[src/rtl/uart16550_rx_ovs.sv]
// Oversampling 16550-style UART receiver: majority-voted bit sampling, break/frame/parity
// detection, and a first-word-fall-through FIFO of characters with per-character status.
module uart16550_rx_ovs #(
  parameter int OVS        = 16,
  parameter int FIFO_DEPTH = 4
) (
  input  logic                          clk,
  input  logic                          rst,
  input  logic                          baud_pulse,
  input  logic                          rx,
  input  logic                          pen,
  input  logic                          eps,
  input  logic                          sticky_parity,
  input  logic [1:0]                    wls,
  output logic [7:0]                    rx_data,
  output logic                          rx_pe,
  output logic                          rx_fe,
  output logic                          rx_bi,
  output logic                          rx_valid,
  input  logic                          rx_ready,
  output logic                          overrun,
  output logic                          busy,
  output logic [$clog2(FIFO_DEPTH):0]   level
);

  localparam int CW = $clog2(OVS);
  localparam int AW = $clog2(FIFO_DEPTH);
  localparam int LW = AW + 1;
  localparam logic [CW-1:0] T_V0  = CW'(OVS / 2 - 1);
  localparam logic [CW-1:0] T_V1  = CW'(OVS / 2);
  localparam logic [CW-1:0] T_DEC = CW'(OVS / 2 + 1);
  localparam logic [CW-1:0] T_END = CW'(OVS - 1);
  localparam logic [LW-1:0] FULL  = LW'(FIFO_DEPTH);

  typedef enum logic [2:0] {IDLE, START, DATA, PARITY, STOP, BRK_WAIT} state_t;

  state_t        state;
  logic          rx_meta, rx_s;
  logic [CW-1:0] tick, tick_nxt;
  logic          s0, s1, vote, at_dec;
  logic [2:0]    bit_cnt, last_bit;
  logic [7:0]    data;
  logic          pen_l, eps_l, sp_l;
  logic [1:0]    wls_l;
  logic          all_zero, pe_r, exp_par, stop_bi, push;
  logic [10:0]   entry;

  logic [10:0]   mem [FIFO_DEPTH];
  logic [AW-1:0] wr_ptr, rd_ptr;
  logic [LW-1:0] count;
  logic          full, pop, wr_en;
  logic [10:0]   head;

  always_ff @(posedge clk) begin
    if (!rst) begin
      rx_meta <= 1'b1;
      rx_s    <= 1'b1;
    end else begin
      rx_meta <= rx;
      rx_s    <= rx_meta;
    end
  end

  // The tick value "of" a baud_pulse is tick_nxt, so detection is tick 0 and votes land mid-bit.
  always_comb begin
    tick_nxt = (tick == T_END) ? '0 : tick + 1'b1;
    vote     = (s0 & s1) | (s0 & rx_s) | (s1 & rx_s);
    at_dec   = baud_pulse && (tick_nxt == T_DEC);
    last_bit = {1'b0, wls_l} + 3'd4;
    exp_par  = sp_l ? ~eps_l : (eps_l ? ^data : ~^data);
    stop_bi  = all_zero & ~vote;
    push     = at_dec && (state == STOP);
    entry    = {stop_bi, ~vote, pe_r & ~stop_bi, data};
  end

  always_ff @(posedge clk) begin
    if (!rst) begin
      state    <= IDLE;
      tick     <= '0;
      s0       <= 1'b1;
      s1       <= 1'b1;
      bit_cnt  <= '0;
      data     <= '0;
      pen_l    <= 1'b0;
      eps_l    <= 1'b0;
      sp_l     <= 1'b0;
      wls_l    <= '0;
      all_zero <= 1'b0;
      pe_r     <= 1'b0;
    end else if (baud_pulse) begin
      if (state != IDLE && state != BRK_WAIT) begin
        tick <= tick_nxt;
        if (tick_nxt == T_V0) s0 <= rx_s;
        if (tick_nxt == T_V1) s1 <= rx_s;
      end
      case (state)
        IDLE: if (!rx_s) begin
          state    <= START;
          tick     <= '0;
          pen_l    <= pen;
          eps_l    <= eps;
          sp_l     <= sticky_parity;
          wls_l    <= wls;
          data     <= '0;
          bit_cnt  <= '0;
          all_zero <= 1'b1;
          pe_r     <= 1'b0;
        end
        START: begin
          if (tick_nxt == T_DEC && vote) state <= IDLE;
          else if (tick_nxt == T_END)    state <= DATA;
        end
        DATA: begin
          if (tick_nxt == T_DEC) begin
            data[bit_cnt] <= vote;
            if (vote) all_zero <= 1'b0;
          end
          if (tick_nxt == T_END) begin
            if (bit_cnt == last_bit) state <= pen_l ? PARITY : STOP;
            else                     bit_cnt <= bit_cnt + 3'd1;
          end
        end
        PARITY: begin
          if (tick_nxt == T_DEC) begin
            pe_r <= (vote != exp_par);
            if (vote) all_zero <= 1'b0;
          end
          if (tick_nxt == T_END) state <= STOP;
        end
        STOP: if (tick_nxt == T_DEC) state <= stop_bi ? BRK_WAIT : IDLE;
        BRK_WAIT: if (rx_s) state <= IDLE;
        default: state <= IDLE;
      endcase
    end
  end

  assign busy     = (state != IDLE);
  assign rx_valid = (count != '0);
  assign full     = (count == FULL);
  assign pop      = rx_valid & rx_ready;
  assign wr_en    = push & (~full | pop);
  assign head     = mem[rd_ptr];
  assign rx_data  = rx_valid ? head[7:0] : 8'h00;
  assign rx_pe    = rx_valid & head[8];
  assign rx_fe    = rx_valid & head[9];
  assign rx_bi    = rx_valid & head[10];
  assign level    = count;

  always_ff @(posedge clk) begin
    if (wr_en) mem[wr_ptr] <= entry;
  end

  // A full FIFO with a simultaneous pop frees the head slot, so the new entry still lands.
  always_ff @(posedge clk) begin
    if (!rst) begin
      wr_ptr  <= '0;
      rd_ptr  <= '0;
      count   <= '0;
      overrun <= 1'b0;
    end else begin
      overrun <= push & full & ~pop;
      if (wr_en) wr_ptr <= wr_ptr + 1'b1;
      if (pop)   rd_ptr <= rd_ptr + 1'b1;
      case ({wr_en, pop})
        2'b10:   count <= count + 1'b1;
        2'b01:   count <= count - 1'b1;
        default: count <= count;
      endcase
    end
  end

endmodule

[config.mk]
export PLATFORM = sky130hd
export DESIGN_NAME = uart16550_rx_ovs
export DESIGN_NICKNAME = d
export VERILOG_FILES = /design/src/rtl/uart16550_rx_ovs.sv
export SDC_FILE = /design/constraint.sdc
export NUM_CORES = 1
export LEC_CHECK = 0
export BUFFER_PORTS_ARGS = -buffer_cell sky130_fd_sc_hd__buf_4
export CORE_MARGIN = 4
export CORE_UTILIZATION = 40
export DETAILED_ROUTE_END_ITERATION = 8
export GPL_TIMING_DRIVEN = 0
export HOLD_SLACK_MARGIN = 0.15
export PLACE_DENSITY = 0.69
export SYNTH_ARGS = -nofsm -noshare
export SYNTH_HDL_FRONTEND = slang
export SYNTH_SLANG_ARGS = --single-unit
export TNS_END_PERCENT = 20
[constraint.sdc]
create_clock -name clk -period 3.37 [get_ports clk]
set_clock_uncertainty 0.15 [all_clocks]
set_input_delay 0.674 -clock clk [delete_from_list [all_inputs] [get_ports clk]]
set_output_delay 0.674 -clock clk [all_outputs]
set_load 0.05 [all_outputs]
Word level (Yosys, flattened, before mapping)
Memories as Yosys holds them, arrays and structs flattened. A register that Yosys moved wholly into a read port is not among the register bits.
Cells that the tools add are included.
Widths: inputs -> output; s select.
Cells by class
  $add $sub $neg: 7
  order comparisons: 2
  eq/ne operators: 28
  mux-type cells: 40
  bitwise operators: 21
  reductions and logical operators: 23
Operators by type and width (number)
  $mux 3: 13
  $mux 8: 3
  $ne 2x2->1 const B: 9
  $pmux 3 s6: 1
  $eq 4x4->1 const B: 4
  $mux 4: 4
  $pmux 8 s2: 1
  $and 1x1->1: 12
  $pmux 3 s2: 2
  $mux 1: 10
  $reduce_and 5->1: 2
  $eq 3x3->1 const B: 3
  $reduce_and 3->1: 3
  $bwmux 8: 1
  $reduce_and 4->1: 2
  $reduce_and 8->1: 1
  $reduce_bool 2->1: 4
  $reduce_xnor 8->1: 1
  $reduce_xor 8->1: 1
  $add 3x1->3 const B: 2
  $eq 3x2->1 const B: 2
  $ne 3x3->1 const B: 2
  $not 1->1: 6
  $reduce_bool 3->1: 2
  other kinds (20): 30
Storage, ports and cells
  register bits: 37
  RAM bits: 44
  memories: 1
Memories
  mem: depth 4, bits a word 11, read ports 1, clocked after Yosys merged registers in 1, wr ports 1, RTL line 48  | logic [10:0] mem [FIFO_DEPTH];

Depth between registers and ports, before layout
Gate-level depths: netlist (run 1).
  depth in word-level cells: 8
  gate-level depth with buffers: 12

Worst setup path before layout (run 1)
OpenSTA, ideal clock, no wires.
  path kind: reg-to-reg
  start: register count[1], in the netlist level[1]
  end: register count[2], in the netlist level[2]
  library setup time: 0.132 ns
  data arrival time: 2.727 ns
  data required time: 3.088 ns
  path slack: 0.361 ns
  cell stages (with the launch flop): 8
  clock period less this slack: 3.009 ns
  path through: dfxtp_1 -> or3_1 -> clkbuf_1 -> nand3_1 -> fa_1 -> or3_1 -> a32oi_1 -> a21oi_1
On the way
  word-level cells in the longest chain between the ends: 6
  elaborated cells on any way between the ends: 12
RTL lines
  start: declaration: RTL line 50  | logic [LW-1:0] count;
  start signal: assignment: RTL line 165  | 2'b10: count <= count + 1'b1;
  start signal: assignment: RTL line 166  | 2'b01: count <= count - 1'b1;
  start signal: assignment: RTL line 167  | default: count <= count;
  $reduce_bool 3->1 *: RTL line 138  | assign rx_valid = (count != '0);
  net rx_valid: RTL line 19  | output logic rx_valid,
  $and 1x1->1 *: RTL line 140  | assign pop = rx_valid & rx_ready;
  $or 1x1->1: RTL line 141  | assign wr_en = push & (~full | pop);
  $and 1x1->1: RTL line 141
  $eq 2x1->1 / $eq 2x2->1 (equally long branches): RTL line 164  | case ({wr_en, pop})
  $pmux 3 s2 / $reduce_bool 2->1 (equally long branches)
Mark *: on every way through the listed nets, which the timed path passes. The rest lies on a longest branch.
A chain may end at the register's enable or synchronous reset.

==> results of run 1 <==
worst min path at each step:
stage / depth (start not counted) / end / start / slack, ns
5_1_grt: 1 / rx_s / rx_meta / 0.31
6_report: 1 / rx_s / rx_meta / 0.26
2_1_floorplan: 1 / rx_s / rx_meta / 0.24
3_3_place_gp: 1 / rx_s / rx_meta / 0.24
3_5_place_dp: 1 / rx_s / rx_meta / 0.25
4_1_cts: 1 / rx_s / rx_meta / 0.27
per-layer routing:
metal	global-route usage (%)	vias up	part of all wire [%]
met5	0	-	0
met4	3.11	0	0.81
met3	4.01	6	5.1
met2	23.4	49	49
met1	17.4	1264	45
li1	-	1291	-
final cells by class:
cell class / count / area share (%)
buffer: 19 / 1.81
clock buffer: 10 / 2.88
clock inverter: 6 / 1.16
inverter: 15 / 1.27
multi-input combinational: 222 / 37.2
sequential: 83 / 47.5
tap: 129 / 3.64
timing repair buffer: 27 / 4.57
critical path, stage by stage, from the launching register on:
cell	delay, ns
dfxtp_1	0.35
buf_1	0.66
mux4_2	0.60
and2_1	0.17
buf_4	0.18
per-stage QoR:
| stage | util (%) | setup slack, ns | hold slack (ns) | cell area (sq um) |
|---|---|---|---|---|
| after floorplan | - | 0.361 | 0.236 | 3890 |
| after detailed placement | 45.4 | 0.150 | 0.247 | 4240 |
| after CTS | 47.3 | 0.126 | 0.268 | 4410 |
| after global routing | 47.5 | 0.00156 | 0.308 | 4430 |
| final | 47.5 | 0.234 | 0.261 | 4430 |
| after global placement | 45.4 | 0.200 | 0.241 | 4240 |
what timing repair did:
action / 4_1_cts / 5_1_grt
endpoints found under the setup margin: 0 / 1
hold buffers: 0 / 0
hold endpoints to repair: 0 / 0
resized for setup: 0 / 1
setup buffers: 0 / 2
state kept, by name, summed over array words and instances (netlist names), 2 cells and up, named ones only:
register  flops
data          8
wr_ptr        2
bit_cnt       3
mem          44
wls_l         2
rd_ptr        2
level         3
state         3
tick          4
cell families after synthesis:
logic type / share of synthesized area (%)
AOI/OAI and AO/OA: 7.70
xor gates and xnor gates: 4.06
adders and majority gates: 3.41
buffers and inverters: 3.51
DFF: 54.1
muxes: 10.7
and+or+nand+nor: 16.5
Yosys cell counts, types with 2 or more instances:
cell type and number:
nand2b_1 5, nand2_1 28, edfxtp_1 44, clkbuf_1 15, xnor2_1 11, xor2_1 7
nor2b_1 3, mux2_2 4, o31ai_1 4, nor2_1 31, nand4_1 2, and3_1 2
nand3_1 11, and2_1 16, a21oi_1 12, mux2i_1 11, ha_1 9, or4_1 3
nor3_1 6, mux4_2 11, buf_4 2, nand3b_1 4, or3_1 6, a21o_1 4
inv_1 15, dfxtp_1 39, o311ai_0 2, o21ai_0 7, a32oi_1 2
report_power, final:
| group | leakage, uW | internal (uW) | total, uW | switching (uW) |
|---|---|---|---|---|
| clock | 0.0000806 | 275 | 644 | 369 |
| combinational | 0.000786 | 179 | 520 | 341 |
| sequential | 0.000796 | 1080 | 1110 | 26.1 |
| total | 0.00166 | 1530 | 2270 | 736 |
==> run_results.csv, run 1 <==
group,metric,value,unit
run_status,status,"complete, no violations",
drt,drt_pass1_iterations,4,
yosys,syn_inst,339,
drt,avgViaCountPerCell,5.11,
worst_hold_path,min_path_type,"flip-flop to flip-flop",
yosys,synth_area,3890,sq um
critical_path,cp.arrival,2.31,ns
clock_tree,clk_latency,0.35,ns
drt,wl,7290,microns
floorplanning,ios,27,
final_layout,syn2layout_area_growth,14.0,%
critical_path,reg2reg_from,"tick[0]",
final_layout,fin_cells,511,
clock_tree,clk_pin_slew,0.09,ns
yosys,async_flop_share,0,%
yosys,synth_area_leader_cell,"edfxtp_1",
yosys,yosysWarnings,0,
critical_path,crit_fanout,10,
clock_tree,clk_path_buf_depth,2,
clock_tree,clock-root-buffer,"clkbuf_8",
yosys,synth_edf_count,44,
floorplanning,die_h,107,microns
floorplanning,die_area,11400,sq um
placed_design,dp_cells,493,
critical_path,endpoint,"rx_data[4]",
clock_tree,ctsHtreeMaxLevel,3,
clock_tree,clkSinkCount,83,
global_routing,antenna_found_initial,0,
power,powerDensity,512,nW/um^2
sta,fmax,0.319,GHz
sta,rsz0062_at_grt,"no",
floorplanning,rows,35,
power,cellLeakagePower,0.00166,uW
placed_design,place_hpwl,5100,microns
critical_path,required,2.55,ns
drt,postRouteAntennaNets,0,
floorplanning,die-width,107,microns
global_routing,grt_pass1_wl,12400,microns
global_routing,first_global_vias,2542,
critical_path,r2r-end,"level[2]",
sta,hold_violations,0,
placed_design,numPortBuffers,25,
final_layout,fillCellCount,871,
final_layout,num_antenna_cells,0,
power,peakVddDrop,214,uV
critical_path,ff2ff_path_depth,11,
sta,fin_crit_sh,93.1,%
final_layout,drive_gt1_share,17.5,%
clock_tree,cts_tree,"done",
global_routing,grt.total_usage,13.8,%
yosys,synth.distinct_cells,52,
critical_path,r2r_slack,0.30,ns
critical_path,crit_path_start_kind,"flip-flop",
sta,maxSlewHeadroom,42.7,%
final_layout,nets,397,
sta,slew_violations,0,
yosys,synth_fp_nets,359,
yosys,synth-seq-cells,83,
drt,first_iter_violations,155,
drt,vias,2610,
drt,drc_errors,0,
final_layout,regArea,2100,sq um
floorplanning,core_area,9330,sq um
sta,final-setup-viol-count,0,
clock_tree,numCtsBuffers,9,
final_layout,layout_common_cells,"edfxtp_1, dfxtp_1, nor2_1",
yosys,synthTopCellsByArea,"edfxtp_1, dfxtp_1, mux4_2, nor2_1, ha_1",
global_routing,grt_max_degree,16,
final_layout,multi_input_area,1650,sq um
sta,tightest_slew,0.859,ns
critical_path,crit_type,"flip-flop to output port",
job,cap_viol_max_count,0,
yosys,synth_top_area_share,34.0,%
power,power,2270,uW
yosys,syn-mean-instance-area,11.5,sq um
floorplanning,start_util,41.7,%
placed_design,gp_congestion,0.882,
global_routing,overflow,0,
final_layout,final_common_cell,"edfxtp_1",
drt,wire_per_inst,14.3,microns
critical_path,cp-end-kind,"output port",
sta,min_period,3.14,ns
yosys,ys.flop_type,"edfxtp_1",
sta,tns,0,ns
yosys,synth_seq_area_share,54.1,%
Note: power is estimated with default switching activity, not from simulation.
==> run 2: changes to the inputs <==
Settings changed: SETUP_SLACK_MARGIN set to 0.2.
Clock period 3.37 ns to 3.39 ns, I/O delays scaled along.
==> run_results.csv, run 2 (synthesis gave the netlist of run 1 again) <==
group,metric,value,unit
run_status,status,"complete, no violations",
critical_path,crit_fanout,11,
final_layout,final_common_cell,"edfxtp_1",
critical_path,cp.arrival,2.90,ns
critical_path,crit_path_start_kind,"flip-flop",
floorplanning,rows,35,
job,cap_viol_max_count,0,
placed_design,numPortBuffers,25,
clock_tree,numCtsBuffers,9,
critical_path,reg2reg_from,"tick[0]",
final_layout,largest_register,"mem",
critical_path,crit_type,"flip-flop to flip-flop",
global_routing,grt_use_met3,4.07,%
final_layout,largest_reg_flops,44,
drt,wl,7330,microns
final_layout,layout_common_cells,"edfxtp_1, dfxtp_1, nor2_1",
critical_path,cp-end-kind,"flip-flop",
power,peakVddDrop,214,uV
final_layout,syn2layout_area_growth,13.9,%
critical_path,required,3.22,ns
sta,rsz0062_at_grt,"yes",
clock_tree,clock-root-buffer,"clkbuf_8",
clock_tree,clkSinkCount,83,
global_routing,grt_max_degree,16,
worst_hold_path,hold_end,"rx_s",
sta,slew_violations,0,
clock_tree,clk_latency,0.35,ns
global_routing,grt_use_met2,23.7,%
clock_tree,clk_path_buf_depth,2,
drt,drc_errors,0,
worst_hold_path,whs_path_depth,1,
sta,min_period,3.07,ns
worst_hold_path,min_from,"rx_meta",
placed_design,dp_cells,493,
floorplanning,start_util,41.7,%
clock_tree,cts_tree,"done",
sta,fin_crit_sh,90.5,%
power,powerDensity,511,nW/um^2
drt,wire_per_inst,14.4,microns
critical_path,r2r_slack,0.32,ns
final_layout,fin_cells,510,
drt,vias,2628,
sta,tns,0,ns
placed_design,place_hpwl,5100,microns
final_layout,top_regs,"mem (44), data (8), tick (4)",
floorplanning,core_area,9330,sq um
placed_design,place_area,4240,sq um
global_routing,grt.total_usage,13.9,%
drt,postRouteAntennaNets,0,
worst_hold_path,min_path_type,"flip-flop to flip-flop",
final_layout,nets,396,
sta,maxSlewHeadroom,53.7,%
floorplanning,die_h,107,microns
clock_tree,clk_pin_slew,0.09,ns
final_layout,drive_gt1_share,17.8,%
clock_tree,ctsHtreeMaxLevel,3,
global_routing,antenna_found_initial,0,
final_layout,fin_area,4430,sq um
critical_path,ff2ff_path_depth,7,
sta,hold_slack,0.261,ns
power,cellLeakagePower,0.00166,uW
sta,hold_violations,0,
sta,final-setup-viol-count,0,
sta,fmax,0.326,GHz
drt,drt_pass1_iterations,4,
global_routing,overflow,0,
global_routing,grt_busiest_layer,"met2",
floorplanning,die_area,11400,sq um
critical_path,r2r-end,"mem[3][9]",
drt,avgViaCountPerCell,5.15,
global_routing,grtUsageMet1,17.4,%
drt,first_iter_violations,145,
sta,tightest_slew,0.689,ns
placed_design,gp_congestion,0.882,
floorplanning,ios,27,
power,power,2260,uW
final_layout,num_antenna_cells,0,
floorplanning,die-width,107,microns
global_routing,first_global_vias,2568,
global_routing,grt_pass1_wl,12500,microns
run 2: worst max path at each step:
| stage | start | to | slack, ns |
|---|---|---|---|
| floorplan | level[1] | level[2] | 0.38 |
| global placement | tick[1] | level[2] | 0.22 |
| detailed placement | tick[1] | level[2] | 0.17 |
| CTS | flip-flop | rx_data[4] | 0.17 |
| global route | tick[0] | mem[3][9] | 0.10 |
| finish | tick[0] | mem[3][9] | 0.32 |
run 2: worst max-delay path, cell delays in order (launching register included):
cell and delay (ns):
dfxtp_1 0.38, ha_1 0.22, buf_4 0.16, and4bb_2 0.32, a31oi_4 0.05, buf_4 0.18, nor4_2 0.65, and2_1 0.60
run 2: final cells by class:
class	count	area (sq um)
fill	871	4900
sequential	83	2100
multi-input combinational	222	1650
timing repair buffer	26	195
tap	129	161
clock buffer	10	128
buffer	19	81.3
inverter	15	56.3
clock inverter	6	51.3
run 2: stage by stage:
stage          setup WS, ns  util [%]
3_5_place_dp          0.170      45.4
3_3_place_gp          0.220      45.4
5_1_grt               0.103      47.4
4_1_cts               0.173      47.4
2_1_floorplan         0.381         -
6_report              0.322      47.4
run 2: repair_timing:
action | in CTS | in global routing
gates cloned | 0 | 0
resized for setup | 1 | 3
endpoints found under the setup margin | 9 | 55
hold buffers | 0 | 0
setup buffers | 1 | 0
hold endpoints to repair | 0 | 0
run 2: power breakdown:
group          switching [uW]  internal (uW)
Combinational             339            179
Sequential               26.0           1070
Clock                     368            274
Total                     733           1530
run 2: layer usage:
layer / wire, microns / part of all wire (%)
met5: 0 / 0
met4: 59 / 0.80
met3: 358 / 4.9
met2: 3610 / 49
met1: 3310 / 45
==> run 3: changes to the inputs <==
Settings changed: PLACE_DENSITY 0.69 to unset.
==> run_results.csv, run 3 (synthesis gave the netlist of run 1 again) <==
group,metric,value,unit
floorplanning,start_util,41.7,%
critical_path,crit_chain,"ha_1 -> buf_4 -> and4bb_2 -> a31oi_4 -> buf_4 -> nor4_2 -> and2_1",
drt,first_iter_violations,149,
drt,wl,7660,microns
floorplanning,ios,27,
sta,fin_crit_sh,89.1,%
critical_path,cp_common_cell,"buf_4",
global_routing,grt_max_degree,16,
global_routing,antenna_found_initial,0,
placed_design,gp_congestion,0.847,
critical_path,required,3.23,ns
placed_design,numPortBuffers,25,
critical_path,path_buf_inv,2,
floorplanning,die_h,107,microns
final_layout,layout_common_cells,"edfxtp_1, dfxtp_1, buf_4, nor2_1, nand2_1",
critical_path,cp.arrival,2.86,ns
critical_path,crit_fanout,11,
final_layout,top_regs,"mem (44), data (8), tick (4)",
critical_path,crit_path_start_kind,"flip-flop",
critical_path,cpMaxStageDelayCell,"nor4_2",
clock_tree,clkSinkCount,83,
final_layout,drive_gt1_share,18.8,%
power,cellLeakagePower,0.00170,uW
global_routing,overflow,0,
sta,tightest_slew,0.707,ns
sta,hold_violations,0,
final_layout,final_common_cell,"edfxtp_1",
final_layout,nets,399,
clock_tree,clk_path_buf_depth,2,
final_layout,largest_register,"mem",
clock_tree,clk_pin_slew,0.09,ns
critical_path,cp-end-kind,"flip-flop",
sta,min_period,3.02,ns
global_routing,grt_pass1_wl,12800,microns
floorplanning,core_area,9330,sq um
sta,maxSlewHeadroom,52.5,%
power,peakVddDrop,237,uV
global_routing,first_global_vias,2604,
sta,fmax,0.331,GHz
sta,finalWorstSetupSlack,0.370,ns
drt,wire_per_inst,14.9,microns
placed_design,place_ws,0.156,ns
critical_path,cpPeakStageDelay,0.65,ns
sta,slew_violations,0,
clock_tree,clock-root-buffer,"clkbuf_8",
drt,drc_errors,0,
sta,rsz0062_at_grt,"no",
clock_tree,numCtsBuffers,9,
power,powerDensity,538,nW/um^2
clock_tree,clk_latency,0.35,ns
critical_path,crit_type,"flip-flop to flip-flop",
placed_design,place_hpwl,5330,microns
critical_path,critical-path-top-delay-family,"simple AND/OR/NAND/NOR gates",
sta,final-setup-viol-count,0,
run_status,status,"complete, no violations",
clock_tree,ctsHtreeMaxLevel,3,
drt,postRouteAntennaNets,0,
final_layout,largest_reg_flops,44,
final_layout,num_antenna_cells,0,
global_routing,grt.total_usage,14.3,%
floorplanning,die-width,107,microns
sta,tns,0,ns
floorplanning,die_area,11400,sq um
drt,drt_pass1_iterations,4,
floorplanning,rows,35,
drt,vias,2619,
drt,avgViaCountPerCell,5.11,
final_layout,syn2layout_area_growth,15.8,%
worst_hold_path,min_path_type,"flip-flop to flip-flop",
job,cap_viol_max_count,0,
clock_tree,cts_tree,"done",
[run 3: cell types whose count changed in the layout (fill, tap and decap cells not counted), moves of 2 or more]
cell | previous run | this run
buf_4 | 28 | 31
bufinv_16 | 0 | 2
clkinv_4 | 2 | 0
clkinvlp_4 | 3 | 1
inv_6 | 0 | 3
[run 3: path summary, 6_finish.rpt]
kind | startpoint | endpoint | slack, ns | depth (start not counted)
max | tick[0] | mem[2][2] | 0.37 | 7
min | rx_meta | rx_s | 0.27 | 1
max reg2reg | tick[0] | mem[2][2] | 0.37 | 7
min reg2reg | rx_meta | rx_s | 0.27 | 1
[run 3: cell type report]
type	instances	area [sq um]
multi-input combinational	222	1650
buffer	19	87.6
clock buffer	9	124
clock inverter	7	97.6
fill	857	4830
timing repair buffer	29	218
inverter	15	56.3
sequential	83	2110
tap	129	161
[run 3: what timing repair did]
action,CTS,global route
hold buffers,0,0
resized for setup,2,4
buffers inserted,0,4
setup endpoints to repair,11,1
[run 3: layer usage]
layer | track usage (%) | up-vias | routed length [microns]
met5 | 0 | - | 0
met4 | 3.01 | 0 | 78
met3 | 3.76 | 11 | 367
met2 | 24.6 | 49 | 3850
met1 | 18.0 | 1259 | 3370
li1 | - | 1300 | -
[run 3: report_power, final]
group	switching [uW]	total [uW]	internal, uW
clock network	373	793	420
registers	26.0	1100	1070
logic	345	528	183
total	744	2420	1680
[run 3: per-stage QoR]
step	std cells	hold WS (ns)	cell area, sq um	utilization (%)	total power, uW
floorplan	339	0.236	3890	-	1500
global placement	493	0.246	4240	45.4	1650
detailed placement	493	0.249	4240	45.4	1660
CTS	509	0.271	4460	47.9	2450
global route	513	0.282	4500	48.3	2540
finish	513	0.268	4500	48.3	2420
